--- src/rtl/alu_ex_stage_pkg.sv ---
// alu_ex_stage_pkg: ALU control code constants shared by the execute stage and its ALU core.
package alu_ex_stage_pkg;
  localparam logic [2:0] ALU_AND = 3'b000;
  localparam logic [2:0] ALU_OR  = 3'b001;
  localparam logic [2:0] ALU_ADD = 3'b010;
  localparam logic [2:0] ALU_SUB = 3'b110;
  localparam logic [2:0] ALU_SLT = 3'b111;

  function automatic logic is_legal(input logic [2:0] c);
    return c inside {ALU_AND, ALU_OR, ALU_ADD, ALU_SUB, ALU_SLT};
  endfunction
endpackage

--- src/rtl/alu_ex_stage_alu_core.sv ---
// alu_core: combinational ALU computing result, zero, signed overflow and illegal-code flags.
module alu_core
  import alu_ex_stage_pkg::*;
#(
  parameter int WIDTH = 32
) (
  input  logic [2:0]       aluctrl,
  input  logic [WIDTH-1:0] a,
  input  logic [WIDTH-1:0] b,
  output logic [WIDTH-1:0] result,
  output logic             zero,
  output logic             ovf,
  output logic             illegal
);
  logic [WIDTH-1:0] sum, diff;
  logic             slt;

  always_comb begin
    sum = a + b;
    diff = a - b;
    slt = $signed(a) < $signed(b);
    illegal = !is_legal(aluctrl);
    result = aluctrl == ALU_AND ? a & b :
             aluctrl == ALU_OR  ? a | b :
             aluctrl == ALU_ADD ? sum :
             aluctrl == ALU_SUB ? diff :
             aluctrl == ALU_SLT ? {{(WIDTH-1){1'b0}}, slt} : '0;
    // true two's-complement overflow of a+b and a-b
    ovf = aluctrl == ALU_ADD ? (a[WIDTH-1] == b[WIDTH-1] && sum[WIDTH-1] != a[WIDTH-1]) :
          aluctrl == ALU_SUB ? (a[WIDTH-1] != b[WIDTH-1] && diff[WIDTH-1] != a[WIDTH-1]) : 1'b0;
    zero = result == '0;
  end
endmodule

--- src/rtl/alu_ex_stage.sv ---
// alu_ex_stage: registered ALU execute stage with a two-entry (output + skid) valid/ready buffer.
module alu_ex_stage
  import alu_ex_stage_pkg::*;
#(
  parameter int WIDTH = 32,
  parameter int TAG_W = 8
) (
  input  logic             clk,
  input  logic             resetn,
  input  logic             flush,
  input  logic             in_valid,
  output logic             in_ready,
  input  logic [2:0]       aluctrl,
  input  logic [WIDTH-1:0] op_a,
  input  logic [WIDTH-1:0] op_b,
  input  logic [TAG_W-1:0] in_tag,
  output logic             out_valid,
  input  logic             out_ready,
  output logic [WIDTH-1:0] result,
  output logic             zero,
  output logic             ovf,
  output logic             illegal,
  output logic [TAG_W-1:0] out_tag
);
  localparam int EW = WIDTH + 3 + TAG_W;

  logic [WIDTH-1:0] alu_res;
  logic             alu_zero, alu_ovf, alu_ill;
  logic [EW-1:0]    in_e, out_d, out_q, skid_d, skid_q;
  logic             out_valid_d, out_valid_q, skid_valid_d, skid_valid_q;
  logic             accept, load_out;

  alu_core #(.WIDTH(WIDTH)) u_alu (
    .aluctrl(aluctrl),
    .a      (op_a),
    .b      (op_b),
    .result (alu_res),
    .zero   (alu_zero),
    .ovf    (alu_ovf),
    .illegal(alu_ill)
  );

  assign in_e = {alu_res, alu_zero, alu_ovf, alu_ill, in_tag};

  // skid entry always drains ahead of a new accept to keep FIFO order
  always_comb begin
    accept = in_valid && !skid_valid_q && !flush;
    load_out = !out_valid_q || out_ready;
    out_valid_d = flush ? 1'b0 : load_out ? (skid_valid_q || accept) : 1'b1;
    out_d = (load_out && (skid_valid_q || accept)) ? (skid_valid_q ? skid_q : in_e) : out_q;
    skid_valid_d = flush ? 1'b0 : load_out ? (skid_valid_q && accept) : (skid_valid_q || accept);
    skid_d = (accept && (!load_out || skid_valid_q)) ? in_e : skid_q;
  end

  always_ff @(posedge clk or negedge resetn) begin
    if (!resetn) begin
      out_valid_q <= 1'b0;
      skid_valid_q <= 1'b0;
      out_q <= '0;
      skid_q <= '0;
    end else begin
      out_valid_q <= out_valid_d;
      skid_valid_q <= skid_valid_d;
      out_q <= out_d;
      skid_q <= skid_d;
    end
  end

  assign in_ready = !skid_valid_q;
  assign out_valid = out_valid_q;
  assign {result, zero, ovf, illegal, out_tag} = out_q;
endmodule
--- config.mk ---
export PLATFORM = sky130hd
export DESIGN_NAME = alu_ex_stage
export DESIGN_NICKNAME = d
export VERILOG_FILES = /design/src/rtl/alu_ex_stage_pkg.sv /design/src/rtl/alu_ex_stage_alu_core.sv /design/src/rtl/alu_ex_stage.sv
export SDC_FILE = /design/constraint.sdc
export NUM_CORES = 1
export LEC_CHECK = 0
export ABC_AREA = 1
export CAP_MARGIN = 20
export CELL_PAD_IN_SITES_DETAIL_PLACEMENT = 1
export CELL_PAD_IN_SITES_GLOBAL_PLACEMENT = 2
export CORE_MARGIN = 2
export CORE_UTILIZATION = 32
export CTS_CLUSTER_DIAMETER = 200
export DETAILED_ROUTE_END_ITERATION = 8
export PLACE_DENSITY_LB_ADDON = 0.1
export SLEW_MARGIN = 25
export SYNTH_ARGS = -nofsm -noshare
export SYNTH_HDL_FRONTEND = slang
export SYNTH_HIERARCHICAL = 1
export SYNTH_SLANG_ARGS = --single-unit
--- constraint.sdc ---
create_clock -name clk -period 3.41 [get_ports clk]
set_input_delay 0.341 -clock clk [delete_from_list [all_inputs] [get_ports clk]]
set_output_delay 0.341 -clock clk [all_outputs]
set_load 0.005 [all_outputs]
==> flow_metrics.py <==
metrics = {
    "sta": {
        "holdWs_ns": 0.0382,
        "finalClockSkew_ns": 0.00805,
        "period_minus_slack_ns": 3.22,
        "timing.final.max_slew_violations": 0,
        "max_freq_mhz": 311,
        "worst_pin_slew_ns": 0.839,
        "worst_slew_margin_rel": 0.440,
        "post-route-period-util": 0.943,
        "setup_violations": 0,
        "hold_violations": 0,
        "tns_ns": 0,
    },
    "synth": {
        "ys_ff_latch": 88,
        "synth_top_family_by_area": "simple AND/OR/NAND/NOR gates",
        "synth-simple-area-share": 0.459,
        "ys_seq_area_frac": 0.207,
        "ys_types": 42,
        "syn-num-nets": 2022,
        "synthMuxAreaShare": 0,
        "syn_area_per_cell_um2": 5.76,
        "ys_top_cells_by_count": "762 x nand2_1, 296 x inv_1, 195 x nand3_1, 99 x nor2_1, 96 x ha_1",
        "yosysTopAreaCellShare": 0.269,
        "synth.cell_area_mm2": 0.0106,
        "async_flop_share": 1.00,
        "yosysWarningCount": 6,
        "synth_compound_area_frac": 0.0582,
        "synth.most_common_cell": "nand2_1",
        "synth_xor_xnor_area_share": 0.00742,
        "postSynthCellCount": 1844,
        "ys_top_cells_by_area": "nand2_1 27%, dfrtp_1 21%, ha_1 11%",
        "synth-main-ff-cell": "dfrtp_1",
        "synth_edf_count": 0,
        "synthAdderAreaFrac": 0.117,
        "post-synth-top-area-cell": "nand2_1",
    },
    "floorplan": {
        "pin_count": 125,
        "core_area_mm2": 0.0326,
        "die_y_um": 186,
        "start_util": 0.326,
        "fp.dieW_um": 186,
        "die_area_mm2": 0.0347,
        "row_count": 66,
    },
    "final_layout": {
        "instances_no_fill": 2589,
        "final_nets": 2319,
        "multi_input_area_mm2": 0.00704,
        "fillers": 4447,
        "fin_util": 0.437,
        "ff_latch_area_mm2": 0.00220,
        "drive_gt1_frac": 0.170,
        "syn_to_final_growth_pct": 34.1,
    },
    "global_route": {
        "grt_max_degree": 55,
        "grt_pass1_vias": 12528,
        "grt-ovfl-total": 0,
        "track_usage": 0.256,
        "grt_pass1_wl_um": 68300,
        "antenna_found_initial": 2,
    },
    "critical_path": {
        "crit_path_end_kind": "register",
        "start_kind": "primary input",
        "worstPathRequired_ns": 3.69,
        "path_max_fanout": 4,
        "criticalPathCategory": "in2reg",
        "arrival_ns": 3.50,
    },
    "placement": {
        "placed_cells": 2567,
        "gp_congestion": 0.919,
        "portBuffers": 124,
        "dp_hpwl_um": 36400,
    },
    "clock_network": {
        "cts_num_sinks": 88,
        "htree_num_levels": 3,
        "hold_buffers": 0,
        "cts.path.max_buffers": 2,
        "insertion_delay_ns": 0.34,
        "numCtsBuffers": 9,
        "clk_pin_slew_ns": 0.07,
        "cts-root-buf": "clkbuf_16",
        "cts_tree": "built",
    },
    "routing": {
        "dr.pass1.iters": 5,
        "postRouteAntennaNets": 0,
        "drc": 0,
        "drt_iter0_drc": 640,
        "viasPerCell": 4.78,
        "vias": 12381,
        "wl_per_cell_um": 16.9,
        "wirelength_um": 43900,
    },
    "power_and_ir_drop": {
        "power.leakage_nw": 8.18,
        "power_density_mw_per_mm2": 307,
        "total_power_w": 0.00438,
        "vdd_ir_drop_max_uv": 239,
    },
    "run": {
        "cap_violations": 0,
    },
    "status": {
        "outcome": "finished, final reports clean",
    },
    "hold_path": {
        "min_path_type": "in2async",
    },
}
-- final cells by class --
class / instances / area share
well taps: 442 / 0.0388
repair buffers: 355 / 0.210
flip-flops and latches: 88 / 0.154
multi-input cells: 1375 / 0.494
diodes: 1 / 0.000176
clock buffers: 12 / 0.0187
clock inverters: 4 / 0.00193
inverters: 312 / 0.0821
-- cell usage in the layout (no fill, tap or decap), drive strengths merged, types with 2 or more instances in the layout --
cell,netlist,layout
nand2,767,767
inv,308,308
buf,56,232
nand3,199,199
nor2,124,124
clkdlybuf4s50,0,120
ha,96,96
dfrtp,88,88
a21oi,55,55
o21ai,32,32
nand4,26,26
or2,16,16
nor3,13,13
clkbuf,13,12
o22ai,9,9
xor2,8,8
o21bai,8,8
nand3b,6,6
clkinv,4,5
clkinvlp,0,3
dlymetal6s2s,0,3
and3,3,3
a31oi,2,2
o2111ai,2,2
fa,2,2
-- stage by stage --
stage / instance area, um^2 / setup slack [ns]
2_1_floorplan: 10600 / 0.965
3_3_place_gp: 13700 / -0.448
3_5_place_dp: 13700 / -0.430
4_1_cts: 14000 / 0.0128
5_1_grt: 14300 / -0.0121
6_report: 14300 / 0.193
-- report_power, final --
part | internal (W) | total, W | leakage, nW | switching (W)
registers | 0.00123 | 0.00133 | 1.15 | 0.000102
logic | 0.000914 | 0.00208 | 6.90 | 0.00117
clock network | 0.000553 | 0.000969 | 0.137 | 0.000416
total | 0.00270 | 0.00438 | 8.18 | 0.00168
-- sequential cells by signal, indices dropped and copies added (netlist names) --
| register | count |
|---|---|
| out_q | 43 |
| out_valid | 1 |
| skid_q | 43 |
| skid_valid_q | 1 |
-- layer usage --
metal  vias up  routed length (um)  track usage
met1      5865               20600        0.344
li1       6226                   -            -
met3        39                1560       0.0169
met5         -                   0            0
met4         0                 815       0.0592
met2       251               20900        0.449
-- kinds of logic (layout without fill, tap and decap cells) --
logic type / Yosys count / after routing
compound gates: 112 / 112
other cells: 0 / 1
simple gates: 1156 / 1156
xor+xnor: 9 / 9
flops: 88 / 88
buf+inv: 381 / 683
fa+ha+maj: 98 / 98
-- path summary, 6_finish.rpt --
check / startpoint / to / slack [ns] / cells after the start
worst max-delay path: op_b[1] / out_q[10] / 0.19 / 22
min in group clk: out_q[0] / out_q[0] / 0.47 / 2
max in group asynchronous: resetn / skid_q[21] / 2.60 / 2
worst min-delay path: resetn / out_q[15] / 0.04 / 1
worst min register to register: out_q[0] / out_q[0] / 0.47 / 2
worst max register to register: skid_valid_q / out_q[21] / 1.36 / 6
-- worst max-delay path: stages --
cell and delay [ns]:
clkdlybuf4s50_1 0.49, inv_1 0.11, ha_1 0.35, nor2_2 0.18, buf_4 0.14, nand3_1 0.08
nand3_1 0.14, buf_4 0.14, nand3_1 0.11, nand3_1 0.11, nand2_1 0.05, nand3_1 0.11
nand4_1 0.27, nor2_1 0.17, nand2_1 0.07, nor2_1 0.10, nand2_1 0.09, nor2_2 0.13
nand2_1 0.06, nand2_1 0.09, nand3_1 0.07, nand2_1 0.09
-- repair_timing --
| item | in CTS | in global routing |
|---|---|---|
| resized for setup | 4 | 60 |
| setup endpoints to repair | 1 | 2 |
| endpoints found under the hold margin | 0 | 0 |
| setup buffers | 1 | 4 |
| pin swaps | 1 | 8 |
Note: power is estimated with default switching activity, not from simulation.
==> patch: new RTL, config.mk and constraints unchanged <==
Register the output `ovf`, without a reset; this adds one clock of latency there. The other outputs are not delayed to match.
--- a/src/rtl/alu_ex_stage.sv
+++ b/src/rtl/alu_ex_stage.sv
@@ -25,2 +25,4 @@
   localparam int EW = WIDTH + 3 + TAG_W;
+
+  logic ovf_d;
 
@@ -70,3 +72,7 @@
   assign out_valid = out_valid_q;
-  assign {result, zero, ovf, illegal, out_tag} = out_q;
+  assign {result, zero, ovf_d, illegal, out_tag} = out_q;
+  always_ff @(posedge clk) begin
+    ovf <= ovf_d;
+  end
+
 endmodule
Behaviour: not the same (Yosys sat finds a counterexample within 4 cycles, from zero or initial values and one cycle with resetn low).
==> patch against the unedited design <==
Final area increased by 2.8%. Power up 4.6%. Sequential cell count up 1. Global-route usage fell by 0.47 points. Worst hold slack gained 0.35 ns. Via count grew 1.3%. Wire length grew 1.0%. Synthesized area increased by 3.1%. Setup slack gained 0.064 ns. Largest power group unchanged.
==> patch: results (changes against the unedited design) <==
[route]
met1Wirelength_mm=21.1  ; +2.4%
first_iter_violations=524  ; -18%
dr_wl_met3_mm=1.54  ; -1.2%
top_layer=met5
viasPerCell=4.78  ; -0.10%
met2_length_mm=20.4  ; -2.3%

[critical_path]
reg2regPathDepth=5  ; -1
crit_path_max_fanout=5  ; +1
rrSetupSlack_ns=1.69  ; +0.33 ns
cp.arrival_ns=3.44  ; -0.06 ns

[synth]
synth-compound-area-share=0.0564  ; -0.00175
synthTopCellsByArea=nand2_1, dfrtp_1, ha_1
synthAdderAreaFrac=0.113  ; -0.00351
ys_seq_area_frac=0.203  ; -0.00440
synthDistinctLibCells=44  ; +4.8%
syn_avg_cell_area_um2=5.81  ; +0.85%
synth-xor-area-share=0.00719  ; -0.000223
synthArstFlopShare=0.989  ; -0.0112
yosys-top-cells-count=nand2_1, inv_1, nand3_1

[pwr]
p_seq_frac=0.293  ; -0.011
switching_share=0.374  ; -0.0107
leakage_uw=0.00838  ; +2.4%
internal_power_uw=2870  ; +6.5%
ir_drop_uv=249  ; +4.3%
p_clk_uw=1100  ; +14%

[timing]
fin_skew_ns=0.00486  ; -0.00320 ns
setup_ws_ns=0.257  ; +0.0643 ns
fin_hold_ws_ns=0.386  ; +0.348 ns
slew_headroom=0.447  ; +0.00699

[global_routing]
grt_pass1_wl_mm=70.4  ; +3.1%
grt_use_met3=0.0209  ; +0.00401
antenna_found_initial=1  ; -1
grt_util_met1=0.340  ; -0.00377
grtUsageTotal=0.251  ; -0.00468
use_met2=0.424  ; -0.0247
grt_max_degree=45  ; -18%

[place]
post-place-ws_ns=-0.468  ; -0.0378 ns
dp_hpwl_mm=36.5  ; +0.30%
dp.cells=2604  ; +1.4%
dpl_cell_area_mm2=0.0139  ; +1.8%
gp_congestion=0.913  ; -0.70%

[layout]
n_fill_cell=4524  ; +1.7%
top_regs=out_q x43, skid_q x43
drive_above_1_share=0.184  ; +0.0141
nNetsFinal=2350  ; +1.3%
antenna_cells=0  ; -1
final_cells=2625  ; +1.4%

[worst_hold_path]
min_path_type=reg2reg

[clock_tree]
postCtsSetupBuffers=0  ; -1

[run_status]
status=complete, no violations

==> patch: cell types whose count changed in the layout (fill, tap and decap cells not counted), moves of 3 or more <==
cell / unedited run / this run
buf_4: 231 / 260
nand3_1: 193 / 190
nor2_2: 29 / 33
inv_2: 13 / 16
ha_2: 15 / 6
nand3_2: 5 / 8
ha_4: 6 / 16
inv_1: 295 / 292
==> patch: layout make-up <==
| class | instances | area (µm²) | area share |
|---|---|---|---|
| well taps | 448 | 561 | 0.0383 |
| inverters | 312 | 1170 | 0.0799 |
| repair buffers | 385 | 3220 | 0.220 |
| clock buffers | 10 | 239 | 0.0163 |
| multi-input cells | 1375 | 7140 | 0.488 |
| flip-flops and latches | 89 | 2220 | 0.152 |
| clock inverters | 6 | 90.1 | 0.00615 |
==> patch: cell families after synthesis <==
group                    after synthesis
adder cells (fa/ha/maj)               98
AND/OR/NAND/NOR                     1156
buffers and inverters                421
flip-flops                            89
AO/OA/AOI/OAI                        112
XOR/XNOR                               9
